$ cat config.mk
export PLATFORM = sky130hd
export DESIGN_NAME = array_selector_seq
export DESIGN_NICKNAME = d
export VERILOG_FILES = /design/src/rtl/array_sel_pkg.sv /design/src/rtl/array_sel_lane_merge.sv /design/src/rtl/array_selector_seq.sv
export SDC_FILE = /design/constraint.sdc
export NUM_CORES = 1
export LEC_CHECK = 0
export ABC_CLOCK_PERIOD_IN_PS = 2450
export BUFFER_PORTS_ARGS = -buffer_cell sky130_fd_sc_hd__buf_2
export CORE_MARGIN = 2
export CORE_UTILIZATION = 41
export DETAILED_ROUTE_END_ITERATION = 7
export PLACE_DENSITY = 0.74
export SKIP_CTS_REPAIR_TIMING = 1
export SYNTH_ARGS = -nofsm -noshare
export SYNTH_HDL_FRONTEND = slang
export SYNTH_SLANG_ARGS = --single-unit
$ cat constraint.sdc
create_clock -name clk -period 2.45 [get_ports clk]
set_input_delay 0.1225 -clock clk [delete_from_list [all_inputs] [get_ports clk]]
set_output_delay 0.1225 -clock clk [all_outputs]
set_load 0.02 [all_outputs]
$ cat src/rtl/array_sel_pkg.sv
// Shared types and helpers for the streaming array selector.
// Width helpers keep the value/tag widths at least one bit wide.
package array_sel_pkg;

    typedef enum logic [1:0] {
        S_IDLE = 2'd0,
        S_LOAD = 2'd1,
        S_DONE = 2'd2
    } state_t;

    // Value width for a table of 'size' bins.
    function automatic int vw(input int size);
        return (size > 1) ? $clog2(size) : 1;
    endfunction

    // Tag width for frames of up to 'k' entries.
    function automatic int iw(input int k);
        return (k > 1) ? $clog2(k) : 1;
    endfunction

    // Entries are laid out as {tag, value}; value sits in the low bits.
    function automatic logic [31:0] ent_value(input logic [31:0] e, input int w);
        return e & ((32'd1 << w) - 32'd1);
    endfunction

    function automatic logic [31:0] ent_tag(input logic [31:0] e, input int w, input int t);
        return (e >> w) & ((32'd1 << t) - 32'd1);
    endfunction

endpackage

$ cat src/rtl/array_sel_lane_merge.sv
// Resolves one beat's lanes against the current hit mask.
// Produces per-bin write enable / write tag (and duplicate flags when
// ARRAY_SEL_DUP_DETECT_EN is defined). Purely combinational.
module array_sel_lane_merge
    import array_sel_pkg::*;
#(
    parameter int SIZE      = 16,
    parameter int K         = 8,
    parameter int LANES     = 2,
    parameter int LAST_WINS = 0,
    localparam int VW = vw(SIZE),
    localparam int IW = iw(K),
    localparam int EW = IW + VW
) (
    input  logic [LANES*EW-1:0]       in_data,
    input  logic [LANES-1:0]          lane_ok,
    input  logic [SIZE-1:0]           hit_mask,
    output logic [SIZE-1:0]           we,
    output logic [SIZE-1:0][IW-1:0]   wtag
`ifdef ARRAY_SEL_DUP_DETECT_EN
    ,
    output logic [SIZE-1:0]           dup
`endif
);

    logic [LANES-1:0][VW-1:0] lval;
    logic [LANES-1:0][IW-1:0] ltag;
    logic [SIZE-1:0]          acc;

    // Slice each lane into its value and tag fields.
    always_comb begin
        for (int j = 0; j < LANES; j++) begin
            lval[j] = VW'(ent_value(32'(in_data[j*EW +: EW]), VW));
            ltag[j] = IW'(ent_tag(32'(in_data[j*EW +: EW]), VW, IW));
        end
    end

    // Walk lanes in order (lane 0 earliest); acc tracks hits seen so far,
    // including those made by lower lanes in this same beat.
    always_comb begin
        acc  = hit_mask;
        we   = '0;
        wtag = '0;
`ifdef ARRAY_SEL_DUP_DETECT_EN
        dup  = '0;
`endif
        for (int i = 0; i < SIZE; i++) begin
            for (int j = 0; j < LANES; j++) begin
                if (lane_ok[j] && (lval[j] == VW'(i))) begin
                    if (acc[i]) begin
`ifdef ARRAY_SEL_DUP_DETECT_EN
                        dup[i] = 1'b1;
`endif
                        if (LAST_WINS != 0) begin
                            we[i]   = 1'b1;
                            wtag[i] = ltag[j];
                        end
                    end else begin
                        acc[i]  = 1'b1;
                        we[i]   = 1'b1;
                        wtag[i] = ltag[j];
                    end
                end
            end
        end
    end

endmodule

$ cat src/rtl/array_selector_seq.sv
// Streaming value->tag lookup table builder.
// IDLE --start--> LOAD --last beat--> DONE --out_ready--> IDLE.
// Optional feature macro: ARRAY_SEL_DUP_DETECT_EN adds dup_mask.
module array_selector_seq
    import array_sel_pkg::*;
#(
    parameter int SIZE      = 16,
    parameter int K         = 8,
    parameter int LANES     = 2,
    parameter int LAST_WINS = 0,
    localparam int VW = vw(SIZE),
    localparam int IW = iw(K),
    localparam int EW = IW + VW
) (
    input  logic                  clk,
    input  logic                  rst_n,
    input  logic                  start,
    input  logic                  in_valid,
    output logic                  in_ready,
    input  logic [LANES*EW-1:0]   in_data,
    input  logic [LANES-1:0]      in_lane_en,
    input  logic                  in_last,
    output logic                  out_valid,
    input  logic                  out_ready,
    output logic [SIZE*IW-1:0]    results,
    output logic [SIZE-1:0]       hit_mask,
    output logic                  overflow,
`ifdef ARRAY_SEL_DUP_DETECT_EN
    output logic [SIZE-1:0]       dup_mask,
`endif
    output logic                  busy
);

    localparam int CW = $clog2(K + 1);

    state_t                  state, nxt;
    logic [CW-1:0]           cnt, cnt_nxt;
    logic [SIZE-1:0][IW-1:0] tbl;
    logic [SIZE-1:0]         hit;
    logic                    ovf;
    logic [LANES-1:0]        lane_ok;
    logic                    ovf_beat;
    logic                    xfer;
    logic [SIZE-1:0]         we;
    logic [SIZE-1:0][IW-1:0] wtag;
`ifdef ARRAY_SEL_DUP_DETECT_EN
    logic [SIZE-1:0]         dup_w;
    logic [SIZE-1:0]         dup_q;
`endif

    // Handshake/status outputs are decodes of the state register only.
    assign in_ready  = (state == S_LOAD);
    assign out_valid = (state == S_DONE);
    assign busy      = (state != S_IDLE);
    assign xfer      = in_valid && in_ready;
    assign results   = tbl;
    assign hit_mask  = hit;
    assign overflow  = ovf;
`ifdef ARRAY_SEL_DUP_DETECT_EN
    assign dup_mask  = dup_q;
`endif

    // State register.
    always_ff @(posedge clk or negedge rst_n) begin
        if (!rst_n) state <= S_IDLE;
        else        state <= nxt;
    end

    // Next-state logic.
    always_comb begin
        nxt = state;
        case (state)
            S_IDLE:  if (start)             nxt = S_LOAD;
            S_LOAD:  if (xfer && in_last)   nxt = S_DONE;
            S_DONE:  if (out_ready)         nxt = S_IDLE;
            default:                        nxt = S_IDLE;
        endcase
    end

    // Give each enabled lane its cumulative frame index; lanes at or past K
    // are dropped and flag overflow. The count saturates at K.
    always_comb begin
        int idx;
        idx      = int'(cnt);
        lane_ok  = '0;
        ovf_beat = 1'b0;
        for (int j = 0; j < LANES; j++) begin
            if (in_lane_en[j]) begin
                if (idx < K) lane_ok[j] = 1'b1;
                else         ovf_beat   = 1'b1;
                idx++;
            end
        end
        cnt_nxt = (idx > K) ? CW'(K) : CW'(idx);
    end

    array_sel_lane_merge #(
        .SIZE      (SIZE),
        .K         (K),
        .LANES     (LANES),
        .LAST_WINS (LAST_WINS)
    ) u_merge (
        .in_data  (in_data),
        .lane_ok  (lane_ok),
        .hit_mask (hit),
        .we       (we),
        .wtag     (wtag)
`ifdef ARRAY_SEL_DUP_DETECT_EN
        ,
        .dup      (dup_w)
`endif
    );

    // Table, hit mask, overflow and count: cleared on start, updated per beat.
    always_ff @(posedge clk or negedge rst_n) begin
        if (!rst_n) begin
            tbl <= '0;
            hit <= '0;
            ovf <= 1'b0;
            cnt <= '0;
`ifdef ARRAY_SEL_DUP_DETECT_EN
            dup_q <= '0;
`endif
        end else if (state == S_IDLE && start) begin
            tbl <= '0;
            hit <= '0;
            ovf <= 1'b0;
            cnt <= '0;
`ifdef ARRAY_SEL_DUP_DETECT_EN
            dup_q <= '0;
`endif
        end else if (xfer) begin
            for (int i = 0; i < SIZE; i++)
                if (we[i]) tbl[i] <= wtag[i];
            hit <= hit | we;
            ovf <= ovf | ovf_beat;
            cnt <= cnt_nxt;
`ifdef ARRAY_SEL_DUP_DETECT_EN
            dup_q <= dup_q | dup_w;
`endif
        end
    end

endmodule

* Word level (Yosys, flattened, before mapping) *
Index checks and enable logic that the tools add are counted.

operators by class
  add/subtract/negate cells = 2
  magnitude comparators = 3
  eq/ne operators = 35
  muxes and demuxes = 183
  bitwise operators = 2
  reduce and logical (&&, ||, !) cells = 73

operator list
  operator                                                        number
  two-way mux 3 bit                                               80
  two-way mux 48 bit                                              2
  two-way mux 1 bit                                               90
  == test 4 bit, second input constant                            16
  nonzero test 2 bit                                              18
  logical AND 1 bit                                               35
  adder 32 x 2 -> 32 bit, second input constant                   1
  == test 4 x 3 -> 1 bit, second input constant                   8
  greater-than comparator 32 x 5 -> 1 bit, second input constant  1
  less-than comparator 32 x 5 -> 1 bit, second input constant     1
  two-way mux 16 bit                                              2
  two-way mux 32 bit                                              1
  AND reduction 2 bit                                             16
  == test 4 x 2 -> 1 bit, second input constant                   4
  bitwise OR 16 bit                                               1
  two-way mux 4 bit                                               3
  == test 4 x 1 -> 1 bit, second input constant                   2
  zero test 4 bit                                                 2
  two-way mux 2 bit                                               3
  one-hot mux 2 bit (3 select lines)                              1
  adder 4 x 1 -> 5 bit, second input constant                     1
  two-way mux 5 bit                                               1
  less-than comparator 4 bit, second input constant               1
  inequality test 2 x 1 -> 1 bit, second input constant           2
  6 further kinds                                                 6

word-level totals
  bits in registers = 71
  input port bits = 22
  output and inout port bits = 68

* Longest topological paths before layout *
  depth after elaboration = 10
  mapped depth = 9
  depth with buffers taken out = 8

* Modules after synthesis *
A second synthesis with hierarchy kept.

second synthesis, totals
  cell total of the unflattened synthesis = 567
  area, all modules = 4,584.4 µm²

modules (own cells, without submodules)
  module                instances  cells each  area each (µm²)  sequential area each (µm²)
  array_selector_seq    1          349         3,163.0          1,776.7
  array_sel_lane_merge  1          218         1,421.4          0.0

* Worst setup path after synthesis *
Ideal clock, no wire load.

  path kind = reg-to-reg
  from = register cnt[1]
  to = register cnt[1]
  arrival = 2.001 ns
  setup slack = 0.325 ns
  stages on the path, launching flop included = 9
  cell sequence = dfrtp_1 ha_1 mux2_2 ha_1 nor4bb_1 nor4_1 o21ai_0 a32oi_1 nand2_1

on the way
  word-level cells in the longest chain between the ends = 8

ends and longest elaborated chain
  what                                     line                       RTL
  from (decl)                              array_selector_seq.sv:37   logic [CW-1:0] cnt, cnt_nxt;
  from (signal assigned)                   array_selector_seq.sv:137  cnt <= cnt_nxt;
  adder 4 x 1 -> 5 bit                     array_selector_seq.sv:91   idx++;
  two-way mux 5 bit (*)                    array_selector_seq.sv:88   if (in_lane_en[j]) begin
  adder 32 x 2 -> 32 bit                   array_selector_seq.sv:91
  two-way mux 32 bit (*)                   array_selector_seq.sv:88
  greater-than comparator 32 x 5 -> 1 bit  array_selector_seq.sv:94   cnt_nxt = (idx > K) ? CW'(K) : CW'(idx);
  two-way mux 4 bit (*)                    array_selector_seq.sv:94
  two-way mux 4 bit (*)                    array_selector_seq.sv:132  end else if (xfer) begin
  two-way mux 4 bit (*)                    array_selector_seq.sv:124  end else if (state == S_IDLE && start) begin

Mark *: on every way between the ends. The rest lies on a longest branch, timed or not. The select of a mux whose other input is x is not followed.
A chain may end at the register's enable or synchronous reset.

* Worst setup path after layout *
Same ends and word-level chain as after synthesis.

==> impl_metrics.env <==
export IMPL_wl_per_cell_um=19.7
export IMPL_clock_latency_ps=350
export IMPL_synth_edf_count=0
export IMPL_grt_pass1_wl_um=21500
export IMPL_ioPinCount=90
export IMPL_drive_above_1_share_pct=24.8
export IMPL_die_w_um=105
export IMPL_root_buffer="clkbuf_8"
export IMPL_first_pass_iters=5
export IMPL_topRoutingLayerUsed="met4"
export IMPL_ys_dominant_reg_cell="dfrtp_1"
export IMPL_worst_clock_skew_ps=6.08
export IMPL_crit_required_ps=2690
export IMPL_numCtsBuffers=9
export IMPL_path_max_fanout=6
export IMPL_path_clk_slew_ps=80
export IMPL_hold_path_class="in2reg"
export IMPL_synth_nets=486
export IMPL_gp_congestion=0.945
export IMPL_finalSetupViolCount=0
export IMPL_antenna_found_initial=0
export IMPL_fmax_ghz=0.435
export IMPL_startpoint_type="register"
export IMPL_maxCapViolCount=0
export IMPL_dieArea_sq_um=10900
export IMPL_maxSlewViolCount=0
export IMPL_met1_length_um=5760
export IMPL_vias=4300
export IMPL_synth_seq_cells=71
export IMPL_initial_core_util_pct=42.4
export IMPL_cts_tree="yes"
export IMPL_finalPower_mw=4.03
export IMPL_whs_ps=-0.989
export IMPL_critical_path_max_stage_delay_ps=470
export IMPL_viasPerCell=6.24
export IMPL_grt_max_degree=43
export IMPL_status="finished with violations"
export IMPL_die_y_um=105
export IMPL_synth_area_per_cell_sq_um=8.98
export IMPL_endpoint_kind="register"
export IMPL_rsz0062_at_grt="no"
export IMPL_critPathArrivalTime_ps=2530
export IMPL_antenna_left=0
export IMPL_row_count=36
export IMPL_synthArstFlopShare_pct=100
export IMPL_grt_pass1_vias=4139
export IMPL_clock_sinks=71
export IMPL_vdd_ir_drop_worst_mv=0.623
export IMPL_antenna_cells=0
export IMPL_met2_length_um=6200
export IMPL_cts_max_path_buffers=2
export IMPL_area_growth_pct=22.2
export IMPL_crit_type="reg2reg"
export IMPL_wl_met3_um=1140
export IMPL_slew_headroom_pct=52.0
export IMPL_tightestPinTransition_ps=720
export IMPL_nets=575
export IMPL_netlist_instances=462
export IMPL_drc_errors=0
export IMPL_min_period_ps=2300
export IMPL_seq_area_frac_synth_pct=42.8
export IMPL_violations="hold timing"
export IMPL_p_leak_nw=2.44
export IMPL_drt_wl_total_um=13600
export IMPL_grt_overflow=0
export IMPL_globalRouteTotalUtil_pct=24.7
export IMPL_core_area_sq_um=9770
export IMPL_syn_area_sq_um=4150
export IMPL_dp_hpwl_um=9550
export IMPL_path_cells="ha_4 -> mux2_2 -> ha_1 -> nor4bb_1 -> nor4_1 -> o21ai_0 -> a32oi_1 -> nand2_1"
export IMPL_power_density_nw_per_um2=796
export IMPL_period_share_pct=93.8
export IMPL_crit_path_top_delay_cell="dfrtp_2"
export IMPL_ys_types=58
export IMPL_drt_iter0_drc=352
export IMPL_fin_tns_setup_ps=0
export IMPL_ctsHtreeMaxLevel=3
export IMPL_nFillCells=929
export IMPL_ys_warnings_count=0
export IMPL_port_buffers=89
export IMPL_hold_viol_final=1
-- worst max-delay path, delay by kind of cell (launching register included) --
family / cells / cell delay, ps
mux: 1 / 280
flops: 1 / 470
fa+ha+maj: 2 / 570
simple gates: 3 / 520
compound gates: 2 / 350
-- per-layer routing --
| metal | GRT usage, % | vias to the layer above |
|---|---|---|
| met4 | 10.3 | 0 |
| met3 | 5.30 | 46 |
| met1 | 32.3 | 2071 |
| li1 | - | 1936 |
| met2 | 39.8 | 247 |
| met5 | 0 | - |
-- synth_stat cells, types with 3 or more instances --
cell type,instances,area (sq um)
a211o_1,3,26.3
a21o_1,4,30.0
a21oi_1,13,65.1
a221o_1,39,390
a31oi_1,13,81.3
and2_1,4,25.0
and3_1,7,43.8
and3b_1,3,26.3
buf_1,3,11.3
buf_2,4,20.0
clkbuf_1,23,86.3
dfrtp_1,71,1780
inv_1,7,26.3
mux2_2,3,33.8
nand2_1,41,154
nand2b_1,7,43.8
nand3_1,11,55.1
nand3b_1,4,30.0
nand4_1,4,25.0
nand4b_1,4,35.0
nor2_1,62,233
nor2b_1,6,37.5
nor3_1,20,100
nor3b_1,7,52.6
nor4_1,11,68.8
nor4bb_1,5,50.1
o21ai_0,23,115
o31a_1,3,26.3
o31ai_1,5,37.5
or2_2,5,31.3
or3_1,8,50.1
xnor2_1,4,35.0
-- cell usage in the layout (no fill, tap or decap), types with 3 or more instances in the layout --
| cell type | Yosys | routed |
|---|---|---|
| a221o_1 | 39 | 39 |
| o31ai_1 | 5 | 5 |
| or2_2 | 5 | 5 |
| nor3b_1 | 7 | 7 |
| a21o_1 | 4 | 4 |
| nor2_1 | 62 | 62 |
| nand3_1 | 11 | 11 |
| nor4bb_1 | 5 | 5 |
| mux2_2 | 3 | 3 |
| a31oi_1 | 13 | 13 |
| inv_1 | 7 | 7 |
| and3_1 | 7 | 7 |
| nor3_1 | 20 | 20 |
| or3_1 | 8 | 8 |
| and3b_1 | 3 | 3 |
| nand4b_1 | 4 | 4 |
| a21oi_1 | 13 | 13 |
| xnor2_1 | 4 | 4 |
| nand4_1 | 4 | 4 |
| and2_1 | 4 | 4 |
| nand2_1 | 41 | 41 |
| bufinv_16 | 0 | 3 |
| nor4_1 | 11 | 11 |
| o31a_1 | 3 | 3 |
| nand3b_1 | 4 | 4 |
| o21ai_0 | 23 | 23 |
| a211o_1 | 3 | 3 |
| clkbuf_8 | 0 | 10 |
| nand2b_1 | 7 | 7 |
| nor2b_1 | 6 | 6 |
| buf_2 | 4 | 89 |
| buf_4 | 1 | 18 |
| dfrtp_1 | 71 | 70 |
-- cell families after synthesis --
kind of cell / Yosys count / share of synthesized area (%)
DFF: 71 / 42.8
xor gates and xnor gates: 5 / 1.06
adders and majority gates: 2 / 0.603
AOI/OAI and AO/OA: 121 / 22.2
muxes: 5 / 1.30
buffers and inverters: 38 / 3.65
and+or+nand+nor: 220 / 28.3
-- stage by stage --
| stage | setup slack (ps) | cells | util (%) | instance area, sq um | hold slack [ps] |
|---|---|---|---|---|---|
| 4_1_cts | 62.7 | 688 | 51.5 | 5030 | -161 |
| 3_5_place_dp | 110 | 672 | 49.0 | 4790 | 214 |
| 6_report | 152 | 689 | 51.8 | 5070 | -0.989 |
| 3_3_place_gp | 218 | 672 | 49.0 | 4790 | 206 |
| 2_1_floorplan | 325 | 462 | - | 4150 | -173 |
| 5_1_grt | 57.3 | 689 | 51.8 | 5070 | 2.15 |
-- power breakdown --
part	switching, mW	internal (mW)	leakage (nW)
combinational	0.932	0.487	1.34
clock	0.461	0.700	0.122
sequential	0.141	1.31	0.979
-- sequential cells by signal, summed over array words and instances (netlist names) --
name      flops
hit_mask     16
overflow      1
cnt           4
state         2
results      48
-- final timing paths --
| check | end | start | slack (ps) | cells after the start |
|---|---|---|---|---|
| worst max register to register | cnt[1] | cnt[1] | 150 | 8 |
| worst min-delay path | state[1] | in_last | -1 | 2 |
| max in group asynchronous | results[39] | rst_n | 1410 | 3 |
| worst max-delay path | cnt[1] | cnt[1] | 150 | 8 |
| min in group asynchronous | results[12] | rst_n | 370 | 2 |
| worst min register to register | results[37] | results[37] | 510 | 1 |
-- final cells by class --
type | count | area (sq um) | share of cell area, %
inverters | 7 | 26.3 | 0.519
clock buffers | 10 | 138 | 2.72
clock inverters | 6 | 108 | 2.12
repair buffers | 109 | 611 | 12.1
multi-input cells | 353 | 2240 | 44.2
flip-flops and latches | 71 | 1780 | 35.1
well taps | 133 | 166 | 3.28
No activity file was read; power rests on OpenSTA's default activity.
